$ cat config.mk
export PLATFORM = sky130hd
export DESIGN_NAME = flash_prog_ctrl
export DESIGN_NICKNAME = d
export VERILOG_FILES = /design/src/rtl/flash_prog_pkg.sv /design/src/rtl/flash_prog_ctrl_gb_bus_sync.sv /design/src/rtl/flash_prog_ctrl.sv
export SDC_FILE = /design/constraint.sdc
export NUM_CORES = 1
export LEC_CHECK = 0
export ABC_AREA = 1
export CAP_MARGIN = 20
export CORE_MARGIN = 4
export CORE_UTILIZATION = 40
export DETAILED_ROUTE_END_ITERATION = 16
export PLACE_DENSITY = 0.67
export SLEW_MARGIN = 10
export SYNTH_ARGS = -nofsm -noshare
export SYNTH_HDL_FRONTEND = slang
export SYNTH_SLANG_ARGS = --single-unit
$ cat constraint.sdc
create_clock -name clk -period 2.6 [get_ports clk]
set_input_delay 0.52 -clock clk [delete_from_list [all_inputs] [get_ports clk]]
set_output_delay 0.52 -clock clk [all_outputs]
set_load 0.005 [all_outputs]
$ cat src/rtl/flash_prog_pkg.sv
// Shared encodings for the flash programming sequencer: host commands, FSM states,
// JEDEC unlock addresses/command bytes and the per-command write-sequence ROM.
package flash_prog_pkg;

  typedef enum logic [1:0] {
    CMD_PROG  = 2'b00,
    CMD_ERASE = 2'b01,
    CMD_RESET = 2'b10,
    CMD_RSVD  = 2'b11
  } cmd_e;

  typedef enum logic [3:0] {
    S_IDLE,
    S_WAIT_BUS,
    S_SETUP,
    S_WE_LOW,
    S_HOLD,
    S_NEXT,
    S_POLL_OE,
    S_POLL_GAP,
    S_DONE,
    S_ERR
  } state_e;

  typedef enum logic [1:0] {
    ASEL_ZERO,
    ASEL_555,
    ASEL_2AA,
    ASEL_TGT
  } asel_e;

  localparam logic [11:0] UNLOCK_A1 = 12'h555;
  localparam logic [11:0] UNLOCK_A2 = 12'h2AA;

  localparam logic [7:0] CB_UNLOCK1 = 8'hAA;
  localparam logic [7:0] CB_UNLOCK2 = 8'h55;
  localparam logic [7:0] CB_PROG    = 8'hA0;
  localparam logic [7:0] CB_ERASE   = 8'h80;
  localparam logic [7:0] CB_SECTOR  = 8'h30;
  localparam logic [7:0] CB_RESET   = 8'hF0;

  function automatic logic [2:0] seq_len(input cmd_e cmd);
    case (cmd)
      CMD_PROG:  return 3'd4;
      CMD_ERASE: return 3'd6;
      CMD_RESET: return 3'd1;
      default:   return 3'd0;
    endcase
  endfunction

  function automatic asel_e seq_asel(input cmd_e cmd, input logic [2:0] idx);
    asel_e a;
    a = ASEL_ZERO;
    case (cmd)
      CMD_PROG: begin
        case (idx)
          3'd0, 3'd2: a = ASEL_555;
          3'd1:       a = ASEL_2AA;
          default:    a = ASEL_TGT;
        endcase
      end
      CMD_ERASE: begin
        case (idx)
          3'd0, 3'd2, 3'd3: a = ASEL_555;
          3'd1, 3'd4:       a = ASEL_2AA;
          default:          a = ASEL_TGT;
        endcase
      end
      default: a = ASEL_ZERO;
    endcase
    return a;
  endfunction

  function automatic logic [7:0] seq_data(input cmd_e cmd, input logic [2:0] idx,
                                          input logic [7:0] wdata);
    logic [7:0] d;
    d = CB_RESET;
    case (cmd)
      CMD_PROG: begin
        case (idx)
          3'd0:    d = CB_UNLOCK1;
          3'd1:    d = CB_UNLOCK2;
          3'd2:    d = CB_PROG;
          default: d = wdata;
        endcase
      end
      CMD_ERASE: begin
        case (idx)
          3'd0, 3'd3: d = CB_UNLOCK1;
          3'd1, 3'd4: d = CB_UNLOCK2;
          3'd2:       d = CB_ERASE;
          default:    d = CB_SECTOR;
        endcase
      end
      default: d = CB_RESET;
    endcase
    return d;
  endfunction

endpackage

$ cat src/rtl/flash_prog_ctrl_gb_bus_sync.sv
// Synchronises the Game Boy bus strobes and flags the bus idle once all three
// have been high for IDLE_CYC consecutive clocks.
module gb_bus_sync #(
  parameter int IDLE_CYC = 4
) (
  input  logic clk,
  input  logic rst,
  input  logic gb_cs_n,
  input  logic gb_rd_n,
  input  logic gb_wr_n,
  output logic gb_idle
);
  import flash_prog_pkg::*;

  localparam int CNT_W = $clog2(IDLE_CYC + 1);

  logic [2:0]       r_meta;
  logic [2:0]       r_sync;
  logic [CNT_W-1:0] r_cnt;
  logic             r_idle;
  logic             w_all_high;

  assign w_all_high = &r_sync;
  assign gb_idle    = r_idle;

  always_ff @(posedge clk or posedge rst) begin
    if (rst) begin
      r_meta <= 3'b111;
      r_sync <= 3'b111;
      r_cnt  <= '0;
      r_idle <= 1'b0;
    end else begin
      r_meta <= {gb_cs_n, gb_rd_n, gb_wr_n};
      r_sync <= r_meta;
      if (!w_all_high) begin
        r_cnt  <= '0;
        r_idle <= 1'b0;
      end else if (r_cnt != CNT_W'(IDLE_CYC)) begin
        // counter parks at IDLE_CYC so gb_idle stays set while the bus is quiet
        r_cnt  <= r_cnt + 1'b1;
        r_idle <= (r_cnt == CNT_W'(IDLE_CYC - 1));
      end
    end
  end

endmodule

$ cat src/rtl/flash_prog_ctrl.sv
// Flash bus sequencer/arbiter: runs JEDEC program/erase/reset sequences for the host
// port, polls DQ7 for completion and yields the bus whenever the Game Boy is active.
module flash_prog_ctrl #(
  parameter int ADDR_W      = 23,
  parameter int WE_PULSE    = 3,
  parameter int IDLE_CYC    = 4,
  parameter int POLL_OE     = 2,
  parameter int POLL_MAX    = 1 << 20,
  parameter int RESTART_MAX = 3
) (
  input  logic              clk,
  input  logic              rst,
  input  logic              gb_cs_n,
  input  logic              gb_rd_n,
  input  logic              gb_wr_n,
  input  logic              host_req,
  input  logic [1:0]        host_cmd,
  input  logic [ADDR_W-1:0] host_addr,
  input  logic [7:0]        host_wdata,
  output logic              host_busy,
  output logic              host_ack,
  output logic              host_err,
  output logic              bus_grant,
  output logic [ADDR_W-1:0] fl_addr,
  output logic [7:0]        fl_dq_out,
  output logic              fl_dq_oe,
  input  logic [7:0]        fl_dq_in,
  output logic              fl_we_n,
  output logic              fl_oe_n,
  output logic              fl_ce_n
);
  import flash_prog_pkg::*;

  localparam int PH_MAX = (WE_PULSE > POLL_OE) ? WE_PULSE : POLL_OE;
  localparam int PH_W   = $clog2(PH_MAX + 1);
  localparam int POLL_W = $clog2(POLL_MAX + 1);
  localparam int RST_W  = $clog2(RESTART_MAX + 2);

  state_e            r_state, w_state_nxt;
  logic [2:0]        r_idx, w_idx_nxt;
  logic [PH_W-1:0]   r_ph, w_ph_nxt;
  logic [POLL_W-1:0] r_poll, w_poll_nxt;
  logic [RST_W-1:0]  r_restart, w_restart_nxt;
  logic              r_polling, w_polling_nxt;

  cmd_e              r_cmd;
  logic [ADDR_W-1:0] r_tgt_addr;
  logic [7:0]        r_wdata;

  logic              r_we_n, r_oe_n, r_ce_n, r_dq_oe, r_grant;
  logic              r_busy, r_ack, r_err;
  logic [ADDR_W-1:0] r_fl_addr;
  logic [7:0]        r_fl_dq;

  logic              w_gb_idle;
  logic              w_accept;
  logic              w_last;
  logic              w_dq7_exp;
  asel_e             w_asel;
  logic [ADDR_W-1:0] w_seq_addr;
  logic              w_unused_dq;

  gb_bus_sync #(
    .IDLE_CYC (IDLE_CYC)
  ) u_gb_sync (
    .clk     (clk),
    .rst     (rst),
    .gb_cs_n (gb_cs_n),
    .gb_rd_n (gb_rd_n),
    .gb_wr_n (gb_wr_n),
    .gb_idle (w_gb_idle)
  );

  assign w_accept    = (r_state == S_IDLE) && host_req;
  assign w_last      = (r_idx == (seq_len(r_cmd) - 3'd1));
  assign w_dq7_exp   = (r_cmd == CMD_PROG) ? r_wdata[7] : 1'b1;
  assign w_unused_dq = ^fl_dq_in[6:0];

  always_comb begin
    w_state_nxt   = r_state;
    w_idx_nxt     = r_idx;
    w_ph_nxt      = r_ph;
    w_poll_nxt    = r_poll;
    w_restart_nxt = r_restart;
    w_polling_nxt = r_polling;
    case (r_state)
      S_IDLE: begin
        if (host_req) begin
          w_idx_nxt     = '0;
          w_ph_nxt      = '0;
          w_poll_nxt    = '0;
          w_restart_nxt = '0;
          w_polling_nxt = 1'b0;
          w_state_nxt   = (cmd_e'(host_cmd) == CMD_RSVD) ? S_ERR : S_WAIT_BUS;
        end
      end
      S_WAIT_BUS: begin
        if (w_gb_idle) begin
          w_ph_nxt    = '0;
          w_state_nxt = r_polling ? S_POLL_OE : S_SETUP;
        end
      end
      S_SETUP: begin
        w_ph_nxt    = '0;
        w_state_nxt = S_WE_LOW;
      end
      S_WE_LOW: begin
        if (r_ph == PH_W'(WE_PULSE - 1)) w_state_nxt = S_HOLD;
        else                             w_ph_nxt    = r_ph + 1'b1;
      end
      S_HOLD: w_state_nxt = S_NEXT;
      S_NEXT: begin
        if (w_last) begin
          if (r_cmd == CMD_RESET) begin
            w_state_nxt = S_DONE;
          end else begin
            w_polling_nxt = 1'b1;
            w_ph_nxt      = '0;
            w_state_nxt   = w_gb_idle ? S_POLL_OE : S_WAIT_BUS;
          end
        end else if (!w_gb_idle) begin
          // an interrupted unlock sequence is invalid on the flash side; start it over
          w_idx_nxt     = '0;
          w_restart_nxt = r_restart + 1'b1;
          w_state_nxt   = (r_restart == RST_W'(RESTART_MAX)) ? S_ERR : S_WAIT_BUS;
        end else begin
          w_idx_nxt   = r_idx + 1'b1;
          w_state_nxt = S_SETUP;
        end
      end
      S_POLL_OE: begin
        if (r_ph == PH_W'(POLL_OE - 1)) begin
          if (fl_dq_in[7] == w_dq7_exp) begin
            w_state_nxt = S_DONE;
          end else begin
            w_poll_nxt  = r_poll + 1'b1;
            w_state_nxt = (r_poll == POLL_W'(POLL_MAX - 1)) ? S_ERR : S_POLL_GAP;
          end
        end else begin
          w_ph_nxt = r_ph + 1'b1;
        end
      end
      S_POLL_GAP: begin
        w_ph_nxt    = '0;
        w_state_nxt = w_gb_idle ? S_POLL_OE : S_WAIT_BUS;
      end
      S_DONE, S_ERR: w_state_nxt = S_IDLE;
      default:       w_state_nxt = S_IDLE;
    endcase
  end

  always_comb begin
    w_asel = seq_asel(r_cmd, w_idx_nxt);
    case (w_asel)
      ASEL_555: w_seq_addr = ADDR_W'(UNLOCK_A1);
      ASEL_2AA: w_seq_addr = ADDR_W'(UNLOCK_A2);
      ASEL_TGT: w_seq_addr = r_tgt_addr;
      default:  w_seq_addr = '0;
    endcase
  end

  always_ff @(posedge clk) begin
    if (w_accept) begin
      r_cmd      <= cmd_e'(host_cmd);
      r_tgt_addr <= host_addr;
      r_wdata    <= host_wdata;
    end
  end

  // Outputs are registered from the next state so every strobe is glitch-free
  // and falls back to its idle level the moment rst is asserted.
  always_ff @(posedge clk or posedge rst) begin
    if (rst) begin
      r_state   <= S_IDLE;
      r_idx     <= '0;
      r_ph      <= '0;
      r_poll    <= '0;
      r_restart <= '0;
      r_polling <= 1'b0;
      r_we_n    <= 1'b1;
      r_oe_n    <= 1'b1;
      r_ce_n    <= 1'b1;
      r_dq_oe   <= 1'b0;
      r_grant   <= 1'b0;
      r_busy    <= 1'b0;
      r_ack     <= 1'b0;
      r_err     <= 1'b0;
      r_fl_addr <= '0;
      r_fl_dq   <= '0;
    end else begin
      r_state   <= w_state_nxt;
      r_idx     <= w_idx_nxt;
      r_ph      <= w_ph_nxt;
      r_poll    <= w_poll_nxt;
      r_restart <= w_restart_nxt;
      r_polling <= w_polling_nxt;
      r_we_n    <= !(w_state_nxt == S_WE_LOW);
      r_oe_n    <= !(w_state_nxt == S_POLL_OE);
      r_ce_n    <= !(w_state_nxt inside {S_SETUP, S_WE_LOW, S_HOLD, S_POLL_OE});
      r_dq_oe   <= (w_state_nxt inside {S_SETUP, S_WE_LOW, S_HOLD});
      r_grant   <= (w_state_nxt inside {S_SETUP, S_WE_LOW, S_HOLD, S_NEXT,
                                        S_POLL_OE, S_POLL_GAP});
      r_busy    <= (w_state_nxt != S_IDLE);
      r_ack     <= (w_state_nxt inside {S_DONE, S_ERR});
      r_err     <= (w_state_nxt == S_ERR);
      if (w_state_nxt == S_SETUP) begin
        r_fl_addr <= w_seq_addr;
        r_fl_dq   <= seq_data(r_cmd, w_idx_nxt, r_wdata);
      end else if (w_state_nxt == S_POLL_OE) begin
        r_fl_addr <= r_tgt_addr;
      end
    end
  end

  assign fl_we_n   = r_we_n;
  assign fl_oe_n   = r_oe_n;
  assign fl_ce_n   = r_ce_n;
  assign fl_dq_oe  = r_dq_oe;
  assign bus_grant = r_grant;
  assign host_busy = r_busy;
  assign host_ack  = r_ack;
  assign host_err  = r_err;
  assign fl_addr   = r_fl_addr;
  assign fl_dq_out = r_fl_dq;

endmodule

==> flow_summary.json <==
{
  "status": "finished clean",
  "rows": 42,
  "grt.overflow.total": 0,
  "placed_area_um2": 6689,
  "die_w_um": 125.1,
  "relSlewSlack_pct": 65.69,
  "fmax_mhz": 412.5,
  "hold_path.class": "reg2reg",
  "cp.required_ns": 2.95,
  "die_y_um": 125.1,
  "cts_max_level": 4,
  "dp_slack_ns": -0.02511,
  "cts.sinks": 116,
  "syn-mean-instance-area_um2": 8.919,
  "worstMarginPinSlew_ns": 0.5135,
  "core_area_um2": 13350,
  "path_max_fanout": 12,
  "cp.arrival_ns": 2.78,
  "synth_nets": 676,
  "cts_buffers": 17,
  "skew_ns": 0.009630,
  "ir_worst_vdd_uv": 463.9,
  "synth_area_leaders": "dfrtp_1 (34%), edfxtp_1 (18%), nand2_1 (13%)",
  "grt_first_pass_wirelength_um": 20160,
  "drv_slew": 0,
  "die_area_um2": 15650,
  "gp_congestion": 0.8381,
  "area_growth_pct": 33.76,
  "grt_usage_pct": 15.99,
  "clkTransAtPathRegs_ns": 0.05,
  "synth_top_area_cell": "dfrtp_1",
  "final_area_um2": 7337,
  "antenna_found_initial": 0,
  "synth_edf_count": 33,
  "cap_violations": 0,
  "hold_viol": 0,
  "num_io_pins": 86,
  "yosys_warnings": 0,
  "worst_slack_ns": 0.1760,
  "clkLatencyLatePin_ns": 0.41,
  "initial_utilization_pct": 41.09,
  "root_buffer": "clkbuf_16",
  "clk_path_buf_depth": 2,
  "power_mw": 4.898,
  "synth_flop_cell": "dfrtp_1",
  "synth_seq_cells": 116,
  "synth_cell_types": 39,
  "ant_nets": 0,
  "drt-wirelength-per-cell_um": 13.12,
  "crit_path_start_kind": "flop",
  "p_leak_nw": 3.517,
  "period_minus_slack_ns": 2.424,
  "rsz0062_at_grt": "true",
  "setup_viol": 0,
  "post_drt_via_cell_ratio": 4.709,
  "critPathKind": "reg2reg",
  "routed_wl_um": 12160,
  "netlist.area_leader.share_pct": 33.76,
  "antennaDiodeCount": 0,
  "synthCells": 615,
  "end_kind": "flop",
  "dr.pass1.iters": 7,
  "drc": 0,
  "fin_setup_tns_ns": 0,
  "nets": 799,
  "vias": 4365,
  "syn-cell-area_um2": 5485,
  "yosysSeqAreaShare_pct": 56.14,
  "whs_ns": 0.3548,
  "async_flop_share_pct": 71.55,
  "drive_above_1_share_pct": 17.31,
  "drt_iter0_drc": 319,
  "io_buffers": 78,
  "period_share_pct": 93.23,
  "grt_max_degree": 40,
  "cts_tree": "built",
  "powerDensity_nw_per_um2": 667.6,
  "hpwl_um": 8764,
  "first_global_vias": 4389
}
-- cell usage in the layout, fill, tap and decap left out, drive strengths merged, types with 8 or more instances in the layout --
master and count:
nand4 9, ha 14, inv 88, a21oi 17, edfxtp 33, nor2 77
nand2 190, clkdlybuf4s50 78, clkbuf 20, dfstp 9, nand3 38, dfrtp 74
nor3 8, o21ai 26, buf 34
-- through the flow --
stage / instances / utilization [%]
6_report: 927 / 54.97
3_3_place_gp: 890 / 50.11
4_1_cts: 922 / 54.27
2_1_floorplan: 615 / -
3_5_place_dp: 890 / 50.11
5_1_grt: 927 / 54.97
-- layout make-up --
cell class,count,area (um2)
clock buffer,20,446.7
clock inverter,12,108.9
fill,1201,6011
inverter,89,337.8
multi-input combinational,402,2069
sequential,116,3079
tap,176,220.2
timing repair buffer,112,1075
-- cell usage after synthesis (2+ instances only) --
master and count:
nand2_1 183, inv_1 81, dfrtp_1 74, nor2_1 63
edfxtp_1 33, nand3_1 31, o21ai_0 22, a21oi_1 16
ha_1 14, dfstp_2 9, inv_2 8, nand4_1 8
nor2_4 8, nand3_2 7, nor3_1 7, a31oi_1 6
nand2_2 6, clkbuf_1 4, nor2_2 4, o21ai_1 4
buf_6 3, xnor2_1 3, and3_1 2, nor2_8 2
nor3b_1 2, nor4_1 2
-- report_power, final --
part	total (mW)	internal (mW)	switching (mW)
registers	2.09	2.03	0.0597
logic	0.643	0.288	0.355
clock network	2.16	1.33	0.831
total	4.90	3.65	1.25
-- worst max-delay path, stage by stage (launching register included) --
cell	delay, ns
edfxtp_1	0.41
inv_2	0.09
ha_2	0.27
nand2_1	0.07
nand2_1	0.08
nor2_4	0.17
nand2_4	0.09
nand3_1	0.12
nand2_1	0.10
nor2_4	0.13
nand2_1	0.08
nand2_1	0.10
nand2_2	0.08
nand2_2	0.10
nor2_4	0.05
buf_12	0.14
nor2_1	0.12
nand2_1	0.08
nand2_1	0.07
-- path summary, 6_finish.rpt --
check	start	to	slack, ns	cells after the start
min	u_gb_sync.r_meta[1]	u_gb_sync.r_sync[1]	0.35	0
min reg2reg	u_gb_sync.r_meta[1]	u_gb_sync.r_sync[1]	0.35	0
max in group asynchronous	rst	u_gb_sync.r_sync[0]	1.48	3
max	r_cmd[1]	fl_addr[17]	0.18	18
max reg2reg	r_cmd[1]	fl_addr[17]	0.18	18
min in group asynchronous	rst	fl_addr[3]	0.50	2
-- metal layers --
metal  vias to the layer above  GRT usage (%)  share of wire, %
met5                         -              0                 0
met1                      2055          18.91                44
li1                       2203              -                 -
met4                         0          6.569               1.6
met2                        88          27.78                51
met3                        19          4.094               3.7
-- state kept, by name, indices dropped and copies added (netlist names), 2 cells and up --
register          cells
u_gb_sync.r_sync      3
u_gb_sync.r_meta      3
r_restart             3
r_state               4
r_cmd                 2
fl_dq_out             8
r_idx                 3
r_poll               21
r_wdata               8
r_tgt_addr           23
u_gb_sync.r_cnt       3
r_ph                  2
fl_addr              23
-- logic make-up after synthesis --
| family | after synthesis | synth area share, % |
|---|---|---|
| compound gates | 53 | 5.247 |
| xor+xnor | 3 | 0.4791 |
| buf+inv | 97 | 7.117 |
| simple gates | 332 | 27.83 |
| fa+ha+maj | 14 | 3.193 |
| flops | 116 | 56.14 |
-- timing repair --
item	in CTS	in global routing
setup buffers	0	4
endpoints found under the setup margin	0	36
resized for setup	0	20
hold endpoints to repair	0	0
hold buffers	0	0
Note: power is estimated with default switching activity, not from simulation.
